<file path="config.mk">
export PLATFORM = sky130hd
export DESIGN_NAME = uart_rxd
export DESIGN_NICKNAME = d
export VERILOG_FILES = /design/src/rtl/uart_rxd.sv
export SDC_FILE = /design/constraint.sdc
export NUM_CORES = 1
export LEC_CHECK = 0
export ABC_AREA = 1
export CORE_MARGIN = 2
export CORE_UTILIZATION = 48
export CTS_BUF_LIST = sky130_fd_sc_hd__clkbuf_2
export DETAILED_ROUTE_END_ITERATION = 16
export HOLD_SLACK_MARGIN = 0.05
export PLACE_DENSITY_LB_ADDON = 0.15
export SETUP_SLACK_MARGIN = 0.1
export SYNTH_ARGS = -nofsm -noshare
export SYNTH_HDL_FRONTEND = slang
export SYNTH_SLANG_ARGS = --single-unit
</file>
<file path="constraint.sdc">
create_clock -name clk -period 1.3 [get_ports clk]
set_input_delay 0.26 -clock clk [delete_from_list [all_inputs] [get_ports clk]]
set_output_delay 0.26 -clock clk [all_outputs]
set_load 0.005 [all_outputs]
</file>
<file path="src/rtl/uart_rxd.sv">
// 8N1 asynchronous serial receiver with 16x oversampling and a level ready/ack handshake.
// Sticky overrun and framing-error flags; data holds the last good byte.
module uart_rxd #(
    parameter int unsigned DIVISOR = 13,
    parameter int unsigned DIVBITS = 4
) (
    input  logic       clk,
    input  logic       reset,
    input  logic       rxd,
    input  logic       ack,
    output logic [7:0] data,
    output logic       rdy,
    output logic       ovr,
    output logic       ferr,
    output logic       busy
);

    typedef enum logic [2:0] {
        IDLE   = 3'd0,
        START  = 3'd1,
        DATA   = 3'd2,
        STOP   = 3'd3,
        WAITHI = 3'd4
    } state_e;

    localparam logic [DIVBITS-1:0] PRE_MAX = DIVBITS'(DIVISOR - 1);

    state_e             state_q, state_d;
    logic               sync1_q, rs_q, rs_prev_q;
    logic [1:0]         warm_q, warm_d;
    logic [DIVBITS-1:0] pre_q, pre_d;
    logic [3:0]         sub_q, sub_d;
    logic [2:0]         bit_idx_q, bit_idx_d;
    logic [7:0]         shift_q, shift_d;
    logic [7:0]         data_q, data_d;
    logic               rdy_q, rdy_d;
    logic               ovr_q, ovr_d;
    logic               ferr_q, ferr_d;

    logic tick;
    logic fall;
    logic line_valid;
    logic start_edge;
    logic mid_start;
    logic bit_sample;
    logic last_bit;
    logic stop_sample;
    logic stop_good;
    logic stop_bad;

    // NOTE: every flop uses non-blocking assignment so all registers update from the same pre-edge values.
    always_ff @(posedge clk or posedge reset) begin
        if (reset) begin
            sync1_q   <= 1'b1;
            rs_q      <= 1'b1;
            rs_prev_q <= 1'b1;
            warm_q    <= 2'b00;
        end else begin
            sync1_q   <= rxd;
            rs_q      <= sync1_q;
            rs_prev_q <= rs_q;
            warm_q    <= warm_d;
        end
    end

    // The synchronizer resets high, so rs only reflects the real line once warm_q[1] is set;
    // this keeps a line held low through reset from looking like an idle-then-start sequence.
    assign warm_d     = {warm_q[0], 1'b1};
    assign line_valid = warm_q[1];

    assign tick        = (pre_q == PRE_MAX);
    assign fall        = !rs_q && rs_prev_q;
    assign start_edge  = (state_q == IDLE) && fall;
    assign mid_start   = (state_q == START) && tick && (sub_q == 4'd7);
    assign bit_sample  = (state_q == DATA) && tick && (sub_q == 4'd15);
    assign last_bit    = bit_sample && (bit_idx_q == 3'd7);
    assign stop_sample = (state_q == STOP) && tick && (sub_q == 4'd15);
    assign stop_good   = stop_sample && rs_q;
    assign stop_bad    = stop_sample && !rs_q;

    always_ff @(posedge clk or posedge reset) begin
        if (reset) begin
            state_q <= WAITHI;
        end else begin
            state_q <= state_d;
        end
    end

    // NOTE: state_d gets a default before the case so no path leaves it unassigned (no latch).
    always_comb begin
        state_d = state_q;
        unique case (state_q)
            IDLE:    if (fall) state_d = START;
            START:   if (mid_start) state_d = rs_q ? IDLE : DATA;
            DATA:    if (last_bit) state_d = STOP;
            STOP:    if (stop_sample) state_d = rs_q ? IDLE : WAITHI;
            WAITHI:  if (rs_q && line_valid) state_d = IDLE;
            default: state_d = WAITHI;
        endcase
    end

    always_comb begin
        busy = (state_q != IDLE);
    end

    // Timing and datapath next-state; set of a flag always wins over the ack clear.
    always_comb begin
        pre_d     = pre_q + DIVBITS'(1);
        sub_d     = sub_q;
        bit_idx_d = bit_idx_q;
        shift_d   = shift_q;
        data_d    = data_q;
        rdy_d     = rdy_q;
        ovr_d     = ovr_q;
        ferr_d    = ferr_q;

        if (start_edge || tick) pre_d = '0;

        if (start_edge || mid_start) begin
            sub_d = 4'd0;
        end else if (tick) begin
            sub_d = sub_q + 4'd1;
        end

        if (mid_start) begin
            bit_idx_d = 3'd0;
        end else if (bit_sample) begin
            bit_idx_d = bit_idx_q + 3'd1;
        end

        if (bit_sample) shift_d = {rs_q, shift_q[7:1]};

        if (ack) begin
            rdy_d  = 1'b0;
            ovr_d  = 1'b0;
            ferr_d = 1'b0;
        end

        if (stop_good) begin
            data_d = shift_q;
            rdy_d  = 1'b1;
            if (rdy_q && !ack) ovr_d = 1'b1;
        end

        if (stop_bad) ferr_d = 1'b1;
    end

    always_ff @(posedge clk or posedge reset) begin
        if (reset) begin
            pre_q     <= '0;
            sub_q     <= 4'd0;
            bit_idx_q <= 3'd0;
            shift_q   <= 8'h00;
            data_q    <= 8'h00;
            rdy_q     <= 1'b0;
            ovr_q     <= 1'b0;
            ferr_q    <= 1'b0;
        end else begin
            pre_q     <= pre_d;
            sub_q     <= sub_d;
            bit_idx_q <= bit_idx_d;
            shift_q   <= shift_d;
            data_q    <= data_d;
            rdy_q     <= rdy_d;
            ovr_q     <= ovr_d;
            ferr_q    <= ferr_d;
        end
    end

    assign data = data_q;
    assign rdy  = rdy_q;
    assign ovr  = ovr_q;
    assign ferr = ferr_q;

endmodule

</file>
; ---- Yosys cells after proc, flatten, opt, wreduce, memory -nomap -nowiden
; Cells that the tools add are included.
[classes]
n_eq_ne = 13
mux = 19
addsub = 3
n_reduce_logical = 24
[op_table]
columns = operator, n
row1 = $mux W3, 8
row2 = $pmux W3 S5, 1
row3 = $logic_and A1 B1 Y1, 13
row4 = $mux W4, 3
row5 = $ne A2 B2 Y1 const B, 5
row6 = $add A4 B1 Y4 const B, 2
row7 = $eq A4 B4 Y1 const B, 2
row8 = $reduce_bool A2 Y1, 4
row9 = $eq A3 B2 Y1 const B, 2
row10 = $eq A3 B3 Y1 const B, 2
row11 = $mux W1, 6
row12 = $reduce_and A5 Y1, 1
row13 = $eq A4 B3 Y1 const B, 1
row14 = $add A3 B1 Y3 const B, 1
row15 = $eq A3 B1 Y1 const B, 1
row16 = $logic_not A3 Y1, 1
row17 = $reduce_bool A3 Y1, 1
row18 = $logic_not A1 Y1, 2
row19 = $logic_or A1 B1 Y1, 2
row20 = $mux W2, 1
[word_totals]
out_inout_bits = 12
word_cells = 72
ff_bits = 38
input_bits = 4

; ---- Longest topological paths before layout
; Gate-level depths: netlist of run 1.
[depth]
depth_word = 6
ltp_mapped = 11
mapped_depth_nobuf = 11

; ---- Least setup slack after synthesis of run 1
; No wires, ideal clock.
[synth_path]
path_type = flip-flop to flip-flop
from = register pre_q[0]
to = register shift_q[1]
required_time_ps = 1174
arrival_time_ps = 1265
n_path_buf = 1
path_stages_with_launch = 9
synth_period_minus_slack_ps = 1391
setup_slack_ps = -91
setup_time_ps = 126
path_cell_list = dfrtp_1 -> inv_1 -> ha_1 -> inv_1 -> nor2_4 -> nand2_4 -> nor2_4 -> buf_6 -> o21ai_0
[synth_via]
elab_chain_len = 3
[synth_lines]
columns = element, line_no
row1 = from (decl), 31  ; logic [DIVBITS-1:0] pre_q, pre_d;
row2 = from (signal assigned), 159  ; pre_q <= pre_d;
row3 = $eq A4 B4 Y1, 71  ; assign tick = (pre_q == PRE_MAX);
row4 = $logic_and A1 B1 Y1 (2 in series), 75  ; assign bit_sample = (state_q == DATA) && tick && (sub_q == 4'd15);
row5 = to (signal assigned), 162  ; shift_q <= shift_d;
row6 = to (decl), 34  ; logic [7:0] shift_q, shift_d;
; Every way passes these cells.
; A chain may end at the register's enable or synchronous reset.

; ---- Worst setup path in the final report of run 1
[layout_path]
from = register pre_q[0]
to = register shift_q[2]
; The elaborated chain is that of the path after synthesis.

==> impl_metrics.env, run 1 <==
export IMPL_p_leak_nw=1.260
export IMPL_ys_seq_area_frac=0.5622
export IMPL_ioPinCount=16
export IMPL_netlist_instances=180
export IMPL_placementRows=21
export IMPL_powerDensity_nw_per_um2=1432
export IMPL_grt_setup_unrepaired="yes"
export IMPL_place_congestion=0.8260
export IMPL_dp_hpwl_um=2248
export IMPL_maxCapViolations=0
export IMPL_drtIter0Drc=86
export IMPL_synth_area_leaders="dfrtp_1 50%, nand2_1 11%, dfstp_2 6.2%"
export IMPL_stdcell_area_um2=2590
export IMPL_design_core_area_um2=3363
export IMPL_syn_to_final_growth_pct=52.32
export IMPL_cp_startpoint="pre_q[0]"
export IMPL_drtPass1Iterations=4
export IMPL_r2r_end="shift_q[2]"
export IMPL_grt_max_degree=39
export IMPL_synth_area_um2=1700
export IMPL_avgRoutedWirePerCell_um=14.23
export IMPL_grt_first_pass_wirelength_um=6430
export IMPL_hp_class="in -> async"
export IMPL_die_area_um2=4035
export IMPL_r2r_start="pre_q[0]"
export IMPL_nets=255
export IMPL_viasPerCell=4.973
export IMPL_synth_top_cell_by_area="dfrtp_1"
export IMPL_numCtsBuffers=5
export IMPL_gr_total_overflow=0
export IMPL_slew_violations=0
export IMPL_cts_sinks=38
export IMPL_netlist_area_leader_share=0.5004
export IMPL_ys_types=26
export IMPL_vias=1457
export IMPL_cts_hold_buf=0
export IMPL_hold_slack_ns=0.1937
export IMPL_yosysWarnings=0
export IMPL_cp_required_ns=1.60
export IMPL_period_share=1.126
export IMPL_setup_viol=30
export IMPL_root_buffer="clkbuf_2"
export IMPL_avgSynthCellArea_um2=9.447
export IMPL_synth_seq_cells=38
export IMPL_routed_wirelength_um=4168
export IMPL_io_buffer_count=15
export IMPL_final_antenna_net_count=0
export IMPL_placed_cell_area_um2=2100
export IMPL_grt_pass1_vias=1413
export IMPL_startpoint_type="flip-flop"
export IMPL_fin_setup_tns_ns=-2.841
export IMPL_antenna_diode_count=0
export IMPL_drc=0
export IMPL_crit_fanout=7
export IMPL_clkTransAtPathRegs_ns=0.20
export IMPL_rrSetupSlack_ns=-0.16
export IMPL_die_x_um=63.52
export IMPL_h_tree_depth=2
export IMPL_synth_fp_nets=189
export IMPL_crit_type="reg -> reg"
export IMPL_track_usage=0.2093
export IMPL_ff2ff_path_depth=8
export IMPL_antenna_found_initial=0
export IMPL_cts_tree="done"
export IMPL_hold_viol_final=0
export IMPL_clk_latency_ns=0.40
export IMPL_start_util=0.5056
export IMPL_fin_skew_ns=0.009931
export IMPL_ir_worst_vdd_mv=0.8667
export IMPL_violations="setup timing"
export IMPL_min_period_ns=1.464
export IMPL_layout_drive_gt1_share=0.5587
export IMPL_die_y_um=63.52
export IMPL_timing_final_ws_setup_ns=-0.1639
export IMPL_status="finished, violations left"
export IMPL_cts_buffer_depth=2
export IMPL_max_clock_freq_mhz=683.1
export IMPL_end_kind="flip-flop"
export IMPL_cp_data_arrival_time_ns=1.77
stage by stage:
stage	util	total power [mW]	worst slack [ns]	std cells
floorplan	-	1.954	-0.08237	180
global placement	0.6243	2.344	-0.1269	262
detailed placement	0.6243	2.377	-0.1753	262
CTS	0.6953	3.417	-0.1507	281
global route	0.7701	3.939	-0.2393	293
finish	0.7701	3.709	-0.1639	293
critical path: stages (launching register included):
cell       delay, ns
dfrtp_1         0.43
inv_2           0.08
ha_4            0.14
inv_2           0.04
nor2_4          0.12
nand2_4         0.09
nor2_4          0.23
clkbuf_16       0.19
o21ai_1         0.06
flip-flops by register name (all words and copies together) (netlist names), 2 cells and up:
signal     cells
warm_q         2
pre_q          4
data           8
state_q        3
bit_idx_q      3
sub_q          4
shift_q        8
repair_timing:
item | CTS | global route
gates cloned | 3 | 1
setup buffers | 8 | 11
gates resized for setup | 81 | 38
setup endpoints to repair | 45 | 45
pin swaps | 7 | 11
placed cells by master (no fill, tap or decap), types with 5 or more instances in the layout:
cell type  netlist  routed
o21ai_2          9      16
nor2_4           2       7
nand4_1          5       5
nand2_1         50      30
inv_2            1       6
inv_1           22      16
o21ai_1          2       5
dfrtp_1         34      34
clkbuf_2         0       5
nand2_2          1      19
buf_4            0      34
buf_6            2       7
buf_2            0      11
nand3_4          1       7
routing by layer:
metal	GRT usage	vias to the layer above	wire, um
li1	-	713	-
met3	0.05000	7	101
met1	0.2611	715	1705
met5	0	-	0
met4	0.07065	0	55
met2	0.3553	22	2307
logic make-up (layout without fill, tap and decap cells):
| kind of cell | count (synthesis) | in the layout | share of synthesized area |
|---|---|---|---|
| xor gates and xnor gates | 3 | 3 | 0.01546 |
| AOI/OAI and AO/OA | 24 | 24 | 0.09272 |
| other | 1 | 1 | 0.002205 |
| buffers and inverters | 26 | 90 | 0.06696 |
| DFF | 38 | 38 | 0.5622 |
| and+or+nand+nor | 83 | 86 | 0.2237 |
| adders and majority gates | 5 | 5 | 0.03679 |
final cells by class:
class / count / area, um^2
flip-flops and latches: 38 / 955.9
clock inverters: 3 / 63.81
multi-input cells: 119 / 905.9
fillers: 246 / 773.2
well taps: 46 / 57.56
clock buffers: 5 / 25.02
repair buffers: 58 / 484.2
inverters: 24 / 97.59
synthesized netlist by cell type, drive strengths merged:
library cell,instances
a21oi,1
buf,2
clkinv,1
conb,1
dfrtp,34
dfstp,4
ha,5
inv,23
nand2,52
nand3,12
nand4,5
nor2,13
nor3,1
o21ai,21
o22ai,1
o31ai,1
xnor2,1
xor2,2
where the power goes:
| part | total, mW | switching (mW) | internal, mW |
|---|---|---|---|
| Sequential | 1.42 | 0.104 | 1.31 |
| Combinational | 1.37 | 0.708 | 0.665 |
| Clock | 0.917 | 0.405 | 0.512 |
worst max-delay path by stage:
stage,to
CTS,busy
global route,shift_q[3]
global placement,sub_q[0]
floorplan,shift_q[1]
finish,shift_q[2]
detailed placement,data[3]
Note: power is estimated with default switching activity, not from simulation.
==> run 2: changes to the inputs <==
--- a/config.mk
+++ b/config.mk
@@ -10,6 +10,7 @@
 export CORE_UTILIZATION = 48
 export CTS_BUF_LIST = sky130_fd_sc_hd__clkbuf_2
 export DETAILED_ROUTE_END_ITERATION = 16
+export GPL_ROUTABILITY_DRIVEN = 1
 export HOLD_SLACK_MARGIN = 0.05
 export PLACE_DENSITY_LB_ADDON = 0.15
 export SETUP_SLACK_MARGIN = 0.1
==> results of run 2 <==
Same layout as run 1: the final DEF is identical, and so are final timing and power.
